**config.mk**
```make
export PLATFORM = sky130hd
export DESIGN_NAME = ad2dma_deadlock_reporter
export DESIGN_NICKNAME = d
export VERILOG_FILES = /design/src/rtl/ad2dma_deadlock_reporter.sv
export SDC_FILE = /design/constraint.sdc
export NUM_CORES = 1
export LEC_CHECK = 0
export BUFFER_PORTS_ARGS = -buffer_cell sky130_fd_sc_hd__buf_2
export CAP_MARGIN = 20
export CELL_PAD_IN_SITES_DETAIL_PLACEMENT = 1
export CELL_PAD_IN_SITES_GLOBAL_PLACEMENT = 1
export CORE_MARGIN = 2
export CORE_UTILIZATION = 45
export CTS_CLUSTER_SIZE = 30
export DETAILED_ROUTE_END_ITERATION = 10
export PLACE_DENSITY = 0.86
export SLEW_MARGIN = 20
export SYNTH_ARGS = -nofsm -noshare
export SYNTH_HDL_FRONTEND = slang
export SYNTH_SLANG_ARGS = --single-unit
```
**constraint.sdc**
```tcl
create_clock -name clock -period 2.94 [get_ports clock]
set_input_delay 0.147 -clock clock [delete_from_list [all_inputs] [get_ports clock]]
set_output_delay 0.147 -clock clock [all_outputs]
set_load 0.05 [all_outputs]
```
**src/rtl/ad2dma_deadlock_reporter.sv**
```systemverilog
// ----------------------------------------------------------------------------
// ad2dma_deadlock_reporter
//
// Purpose:
//   Watches the block flag from the upstream AXIS deadlock monitor. When block
//   stays high for THRESHOLD consecutive armed cycles, the module declares a
//   deadlock. It bumps a saturating event counter and offers one 32-bit report
//   word to a downstream consumer over a valid/ready handshake. It then keeps
//   deadlock high until block drops.
//
// Parameters:
//   THRESHOLD     consecutive blocked cycles that declare a deadlock (2..65535)
//
// Ports:
//   clock            in   rising-edge clock for all state
//   reset            in   synchronous, active-high reset
//   enable           in   arms detection when high
//   clear            in   synchronous soft clear of all state and counters
//   block            in   monitor block flag
//   axis_block_info  in   [3:0] per-channel AXIS block code (two bits/channel)
//   deadlock         out  deadlock-declared flag
//   event_count      out  [11:0] deadlocks declared since reset/clear, saturating
//   rpt_valid        out  report word valid
//   rpt_ready        in   report consumer ready
//   rpt_data         out  [31:0] {event_count[11:0], sticky info[3:0], start timestamp[15:0]}
//   fsm_state        out  [1:0] current FSM state (debug observation)
//
// Report handshake:
//   A report word transfers on a rising edge where rpt_valid and rpt_ready are
//   both high. Once rpt_valid rises, it stays high and rpt_data stays constant
//   until that transfer. Only reset or clear can withdraw a report early.
//   rpt_ready may change freely and has no combinational path to any output.
// ----------------------------------------------------------------------------
module ad2dma_deadlock_reporter #(
  parameter int unsigned THRESHOLD = 1024
) (
  input  logic        clock,
  input  logic        reset,
  input  logic        enable,
  input  logic        clear,
  input  logic        block,
  input  logic [3:0]  axis_block_info,
  output logic        deadlock,
  output logic [11:0] event_count,
  output logic        rpt_valid,
  input  logic        rpt_ready,
  output logic [31:0] rpt_data,
  output logic [1:0]  fsm_state
);

  typedef enum logic [1:0] {
    IDLE   = 2'd0,
    COUNT  = 2'd1,
    REPORT = 2'd2,
    HOLD   = 2'd3
  } state_t;

  // The run counter holds the number of blocked samples already taken in
  // COUNT. The sample that arrives while it reads THRESHOLD-1 is therefore
  // the THRESHOLD-th blocked sample.
  localparam logic [15:0] HIT_COUNT = 16'(THRESHOLD - 1);

  state_t      state;
  state_t      state_next;
  logic [15:0] run_count;
  logic [15:0] run_next;
  logic [3:0]  sticky;
  logic [3:0]  sticky_next;
  logic [15:0] start_ts;
  logic [15:0] start_next;
  logic [15:0] timestamp;
  logic [11:0] count_q;
  logic [11:0] count_next;
  logic [11:0] count_inc;
  logic [31:0] data_q;
  logic [31:0] data_next;
  logic [3:0]  sticky_now;

  // --------------------------------------------------------------------------
  // Next-state and datapath updates
  // --------------------------------------------------------------------------
  always_comb begin
    state_next  = state;
    run_next    = run_count;
    sticky_next = sticky;
    start_next  = start_ts;
    count_next  = count_q;
    data_next   = data_q;

    // The report must include the info seen on the hit cycle itself.
    sticky_now  = sticky | axis_block_info;
    count_inc   = (count_q == 12'hFFF) ? 12'hFFF : count_q + 12'd1;

    case (state)
      IDLE: begin
        if (enable && block) begin
          state_next  = COUNT;
          run_next    = 16'd1;
          sticky_next = axis_block_info;
          // The report timestamp marks where the blocked run began.
          start_next  = timestamp;
        end
      end

      COUNT: begin
        if (!enable || !block) begin
          state_next  = IDLE;
          run_next    = 16'd0;
          sticky_next = 4'd0;
        end else if (run_count == HIT_COUNT) begin
          state_next  = REPORT;
          count_next  = count_inc;
          data_next   = {count_inc, sticky_now, start_ts};
          run_next    = 16'd0;
          sticky_next = 4'd0;
        end else begin
          run_next    = run_count + 16'd1;
          sticky_next = sticky_now;
        end
      end

      REPORT: begin
        // Block and enable are ignored here. Only the handshake moves on.
        if (rpt_ready) begin
          state_next = HOLD;
        end
      end

      HOLD: begin
        if (!block) begin
          state_next = IDLE;
          run_next   = 16'd0;
        end
      end

      default: begin
        state_next = IDLE;
      end
    endcase
  end

  // --------------------------------------------------------------------------
  // State registers. Clear behaves exactly like reset and overrides any
  // threshold hit or handshake on the same edge.
  // --------------------------------------------------------------------------
  always_ff @(posedge clock) begin
    if (reset || clear) begin
      state     <= IDLE;
      run_count <= 16'd0;
      sticky    <= 4'd0;
      start_ts  <= 16'd0;
      timestamp <= 16'd0;
      count_q   <= 12'd0;
      data_q    <= 32'd0;
    end else begin
      state     <= state_next;
      run_count <= run_next;
      sticky    <= sticky_next;
      start_ts  <= start_next;
      timestamp <= timestamp + 16'd1;
      count_q   <= count_next;
      data_q    <= data_next;
    end
  end

  // --------------------------------------------------------------------------
  // Outputs are decoded from registered state, so rpt_valid changes only
  // when the state changes.
  // --------------------------------------------------------------------------
  assign deadlock    = (state == REPORT) || (state == HOLD);
  assign rpt_valid   = (state == REPORT);
  assign event_count = count_q;
  assign rpt_data    = data_q;
  assign fsm_state   = state;

endmodule

```
==> Word-level counts from Yosys, hierarchy flattened <==
Index checks and enable logic that the tools add are counted.
{ "op_classes": {"n_addsub": 3, "n_mul": 0, "n_div": 0, "order_cmp": 0, "eq_ne": 9, "shift": 0, "mux": 16, "n_bitwise": 2, "n_reduce_logical": 14} }
{ "ops": {"columns": ["cell", "n"], "rows": [
  ["$mux W16", 4],
  ["$pmux W16 S3", 1],
  ["$add A16 B1 Y16 const B", 2],
  ["$eq A16 B10 Y1 const B", 1],
  ["$add A12 B1 Y12 const B", 1],
  ["$eq A12 B12 Y1 const B", 1],
  ["$mux W12", 1],
  ["$mux W4", 3],
  ["$mux W2", 5],
  ["$pmux W2 S4", 1],
  ["$pmux W4 S2", 1],
  ["$reduce_and A3 Y1", 2],
  ["$eq A2 B2 Y1 const B", 2],
  ["$ne A2 B2 Y1 const B", 2],
  ["$or A4 B4 Y4", 1],
  ["$reduce_and A2 Y1", 2],
  ["$reduce_and A4 Y1", 1],
  ["$logic_or A1 B1 Y1", 3],
  ["$ne A3 B3 Y1 const B", 1],
  ["$reduce_bool A3 Y1", 1],
  ["$eq A2 B1 Y1 const B", 1],
  ["$logic_not A1 Y1", 2],
  ["$logic_not A2 Y1", 1],
  ["$ne A2 B1 Y1 const B", 1],
  ["other kinds (3)", 3]
]} }
{ "totals": {"register_bits": 98, "latchBits": 0, "ram_bits": 0, "rom_bits": 0, "inputBits": 10, "out_inout_bits": 48, "word_cells": 51, "n_memories": 0} }

==> Longest topological paths before layout <==
{ "logic_depth": {"word_depth": 4, "mapped_depth": 7, "mapped_depth_nobuf": 5} }

==> Worst setup path before layout <==
No wires, ideal clock.
{ "synth_path": {"kind": "register to register", "startpoint": "reg state[0], in the netlist fsm_state[0]", "endpoint": "reg run_count[13]", "setup_time_ns": 0.071, "arrival_time_ns": 2.010, "t_required_ns": 2.869, "setup_slack_ns": 0.859, "stages_incl_launch_ff": 6, "n_path_buf": 1, "synth_period_minus_slack_ns": 2.081, "cell_sequence": "dfxtp_1 a21oi_2 or4_1 buf_2 or4_1 a21oi_1"} }
{ "synth_between": {"elab_chain_len": 3, "elab_cells_between_ends": 8, "classes_between": "eq/ne (4); mux (1); reduce/logical (3)"} }
{ "synth_lines": {"columns": ["item", "line", "text"], "rows": [
  ["start: declaration", "63", "state_t state;"],
  ["start signal: assignment", "156", "state <= state_next;"],
  ["$eq A2 B2 Y1, or another cell as far along", "94", "case (state)"],
  ["$ne A2 B2 Y1 (no line) or $reduce_bool A3 Y1 (tied branches)", null, null],
  ["$reduce_and A3 Y1 (no line)", null, null],
  ["end signal: assignment", "157", "run_count <= run_next;"],
  ["end: declaration", "65", "logic [15:0] run_count;"]
]} }
Several ways; a longest one is shown, not always the timed one.
A chain may end at the register's enable or synchronous reset.

==> Worst setup path after layout <==
{ "layout_path": {"startpoint": "reg state[0], in the netlist fsm_state[0]", "endpoint": "reg run_count[15]"} }
The elaborated chain is that of the path after synthesis.

==> results.toml <==
[hold_path]
hp-class = "in2reg"
worstHoldPathCells = 3
hp-start = "axis_block_info[2]"
holdPathEnd = "rpt_data[18]"

[run]
drv_cap = 0

[routing]
dr.pass1.iters = 4
drtIter0Drc = 101
drcViolationCount = 0
drt-total-wl_mm = 10.6
vias = 3735
via_per_inst = 5.92
antenna_left = 0
wire_per_inst_um = 16.8

[floorplan]
die-width_um = 97.2
die_y_um = 97.2
pin_count = 58
start_util_pct = 45.5
coreArea_um2 = 8590
row_count = 34
dieArea_um2 = 9450

[clocking]
htreeDepth = 3
clockBufferDepth = 2
clock_latency_ns = 0.36
clock_tree.root_cell = "clkbuf_8"
numCtsBuffers = 9
post-cts-setup-buffers = 0
postCtsHoldBufs = 0
cts-resized-gates = 0
cts_sinks = 86
clkTransAtPathRegs_ns = 0.09
cts_tree = "built"

[critical_path]
worst_setup_path_end_kind = "register"
arrival_ns = 2.43
rr_startpoint = "fsm_state[0]"
cp_num_buf_inv = 0
path_max_fanout = 13
r2r-end = "run_count[15]"
cp_data_required_time_ns = 3.23
slowest_delay_ns = 0.66
critPathSlowestCell = "or4_1"
cp.depth = 4
path_cells = "a21oi_2 -> or4_1 -> or4_1 -> a21oi_1"
startpoint_type = "register"
reg2reg_setup_slack_ns = 0.80
worstRegToRegCells = 4
crit_family = "simple AND/OR/NAND/NOR gates"
criticalPathCategory = "reg2reg"
path_common_cell = "or4_1"

[sta]
rsz0062_at_grt = "no"
hold_viol = 0
worst_pin_slew_ns = 0.664
setup_viol = 0
fin_tns_setup_ns = 0
finalCritPeriodShare_pct = 72.7
slew_headroom_pct = 55.7
clock_skew_ns = 0.00830
slew_viol_final = 0
layout_min_cycle_time_ns = 2.14
fmax_ghz = 0.468

[logic_synthesis]
async_reset_ff_share_pct = 0
ys_ff_latch = 86
synth_area_um2 = 3910
yosysUniqueCellTypes = 49
syn-num-nets = 502
synth_warnings = 0
ys_seq_area_share_pct = 44.0
synthFlopType = "dfxtp_1"
syn_area_per_cell_um2 = 8.00
syn_inst = 489
synth_edf_count = 0

[global_route]
grt_pass1_wl_mm = 18.1
grt_max_degree = 43
grt_pass1_vias = 3730
antenna_found_initial = 0
grt_overflow = 0
track_usage_pct = 22.9

[power_and_ir_drop]
p_leak_nw = 1.50
peakVddDrop_uv = 245
cellPowerDensity_nw_per_um2 = 493

[final_layout]
fillers = 1083
layout.cells.non_filler = 631
drive_above_1_share_pct = 16.1
diodes = 0
final_nets = 532
area_delta_synth_final_pct = 12.1

[placement]
dp_hpwl_mm = 7.18
io_buffers = 57
gp_congestion = 0.834
post-place-cells = 616

[outcome]
outcome = "finished clean"
[power by group]
part / internal, mW / total, mW / switching [mW]
Clock: 0.477 / 0.916 / 0.439
Combinational: 0.0190 / 0.0739 / 0.0548
Sequential: 1.17 / 1.17 / 0.00479
[how the worst max path moves through the flow]
stage / startpoint / end / slack (ns)
2_1_floorplan: fsm_state[0] / run_count[13] / 0.86
3_3_place_gp: fsm_state[0] / run_count[13] / 0.95
3_5_place_dp: run_count[0] / run_count[7] / 0.81
4_1_cts: run_count[0] / run_count[7] / 0.83
5_1_grt: fsm_state[0] / event_count[11] / 0.62
6_report: fsm_state[0] / run_count[15] / 0.80
[layer usage]
layer	track usage, %	share of wire [%]	vias to the layer above
met2	40.2	50	56
met3	4.46	3.3	17
li1	-	-	1815
met5	0	0	-
met1	28.3	45	1847
met4	7.37	1.6	0
[cell usage after synthesis, drive strengths merged (2+ instances only)]
cell type / instances / area (µm²)
o21ai: 30 / 150
nand3: 35 / 175
nand4: 13 / 81.3
nor2b: 4 / 25.0
o31ai: 5 / 37.5
dfxtp: 86 / 1720
o311ai: 3 / 26.3
xor2: 2 / 17.5
or4: 5 / 37.5
nor2: 32 / 120
nor4: 13 / 81.3
a21oi: 57 / 293
inv: 5 / 18.8
or3: 8 / 50.1
and3: 8 / 50.1
a31oi: 10 / 62.6
buf: 21 / 139
and2: 3 / 21.3
nand4b: 2 / 17.5
xnor2: 11 / 96.3
ha: 3 / 37.5
nand2: 60 / 225
nor3: 19 / 95.1
clkbuf: 25 / 93.8
a41oi: 2 / 17.5
and4: 4 / 35.0
a211oi: 6 / 45.0
[tightest hold or removal path: stages]
cell,delay (ns)
buf_2,0.09
nor4_1,0.05
nor3_1,0.11
[layout by cell type, fill, tap and decap left out, types with 6 or more instances in the layout]
cell,netlist,routed
dfxtp_1,86,86
nand2_1,60,60
buf_2,6,57
a21oi_1,55,55
nand3_1,35,35
nor2_1,32,32
o21ai_0,30,30
nor3_1,19,19
nor4_1,13,13
nand4_1,13,13
xnor2_1,11,11
a31oi_1,10,10
clkbuf_8,0,9
and3_1,8,8
or3_1,8,8
buf_4,12,7
a211oi_1,6,6
[area by class of cell]
| type | count | area (µm²) | area share (%) |
|---|---|---|---|
| multi-input cells | 352 | 1940 | 44.2 |
| flip-flops and latches | 86 | 1720 | 39.3 |
| repair buffers | 65 | 358 | 8.16 |
| well taps | 108 | 135 | 3.08 |
| clock buffers | 10 | 128 | 2.91 |
| clock inverters | 5 | 85.1 | 1.94 |
| inverters | 5 | 18.8 | 0.428 |
[flip-flops by register name, indices dropped and copies added (netlist names), named ones only]
register / flops
rpt_data: 20
run_count: 16
start_ts: 16
timestamp: 16
event_count: 12
sticky: 4
fsm_state: 1
[cells by family (layout without fill, tap and decap cells)]
| kind of cell | after synthesis | after routing | synth area share (%) |
|---|---|---|---|
| and+or+nand+nor | 213 | 213 | 27.4 |
| AOI/OAI and AO/OA | 123 | 123 | 18.3 |
| DFF | 86 | 86 | 44.0 |
| buffers and inverters | 51 | 85 | 6.43 |
| xor gates and xnor gates | 13 | 13 | 2.91 |
| adders and majority gates | 3 | 3 | 0.960 |
[stage by stage]
stage	util [%]	cell area, µm²	hold WS (ns)	power, mW	setup slack, ns
6_report	51.0	4380	0.0882	2.16	0.804
5_1_grt	51.0	4380	0.0985	2.23	0.622
4_1_cts	51.0	4380	0.0864	2.18	0.830
3_5_place_dp	48.5	4170	0.448	1.27	0.811
3_3_place_gp	48.5	4170	0.444	1.27	0.952
2_1_floorplan	-	3910	0.312	1.25	0.859
(Power assumes the default switching activity.)
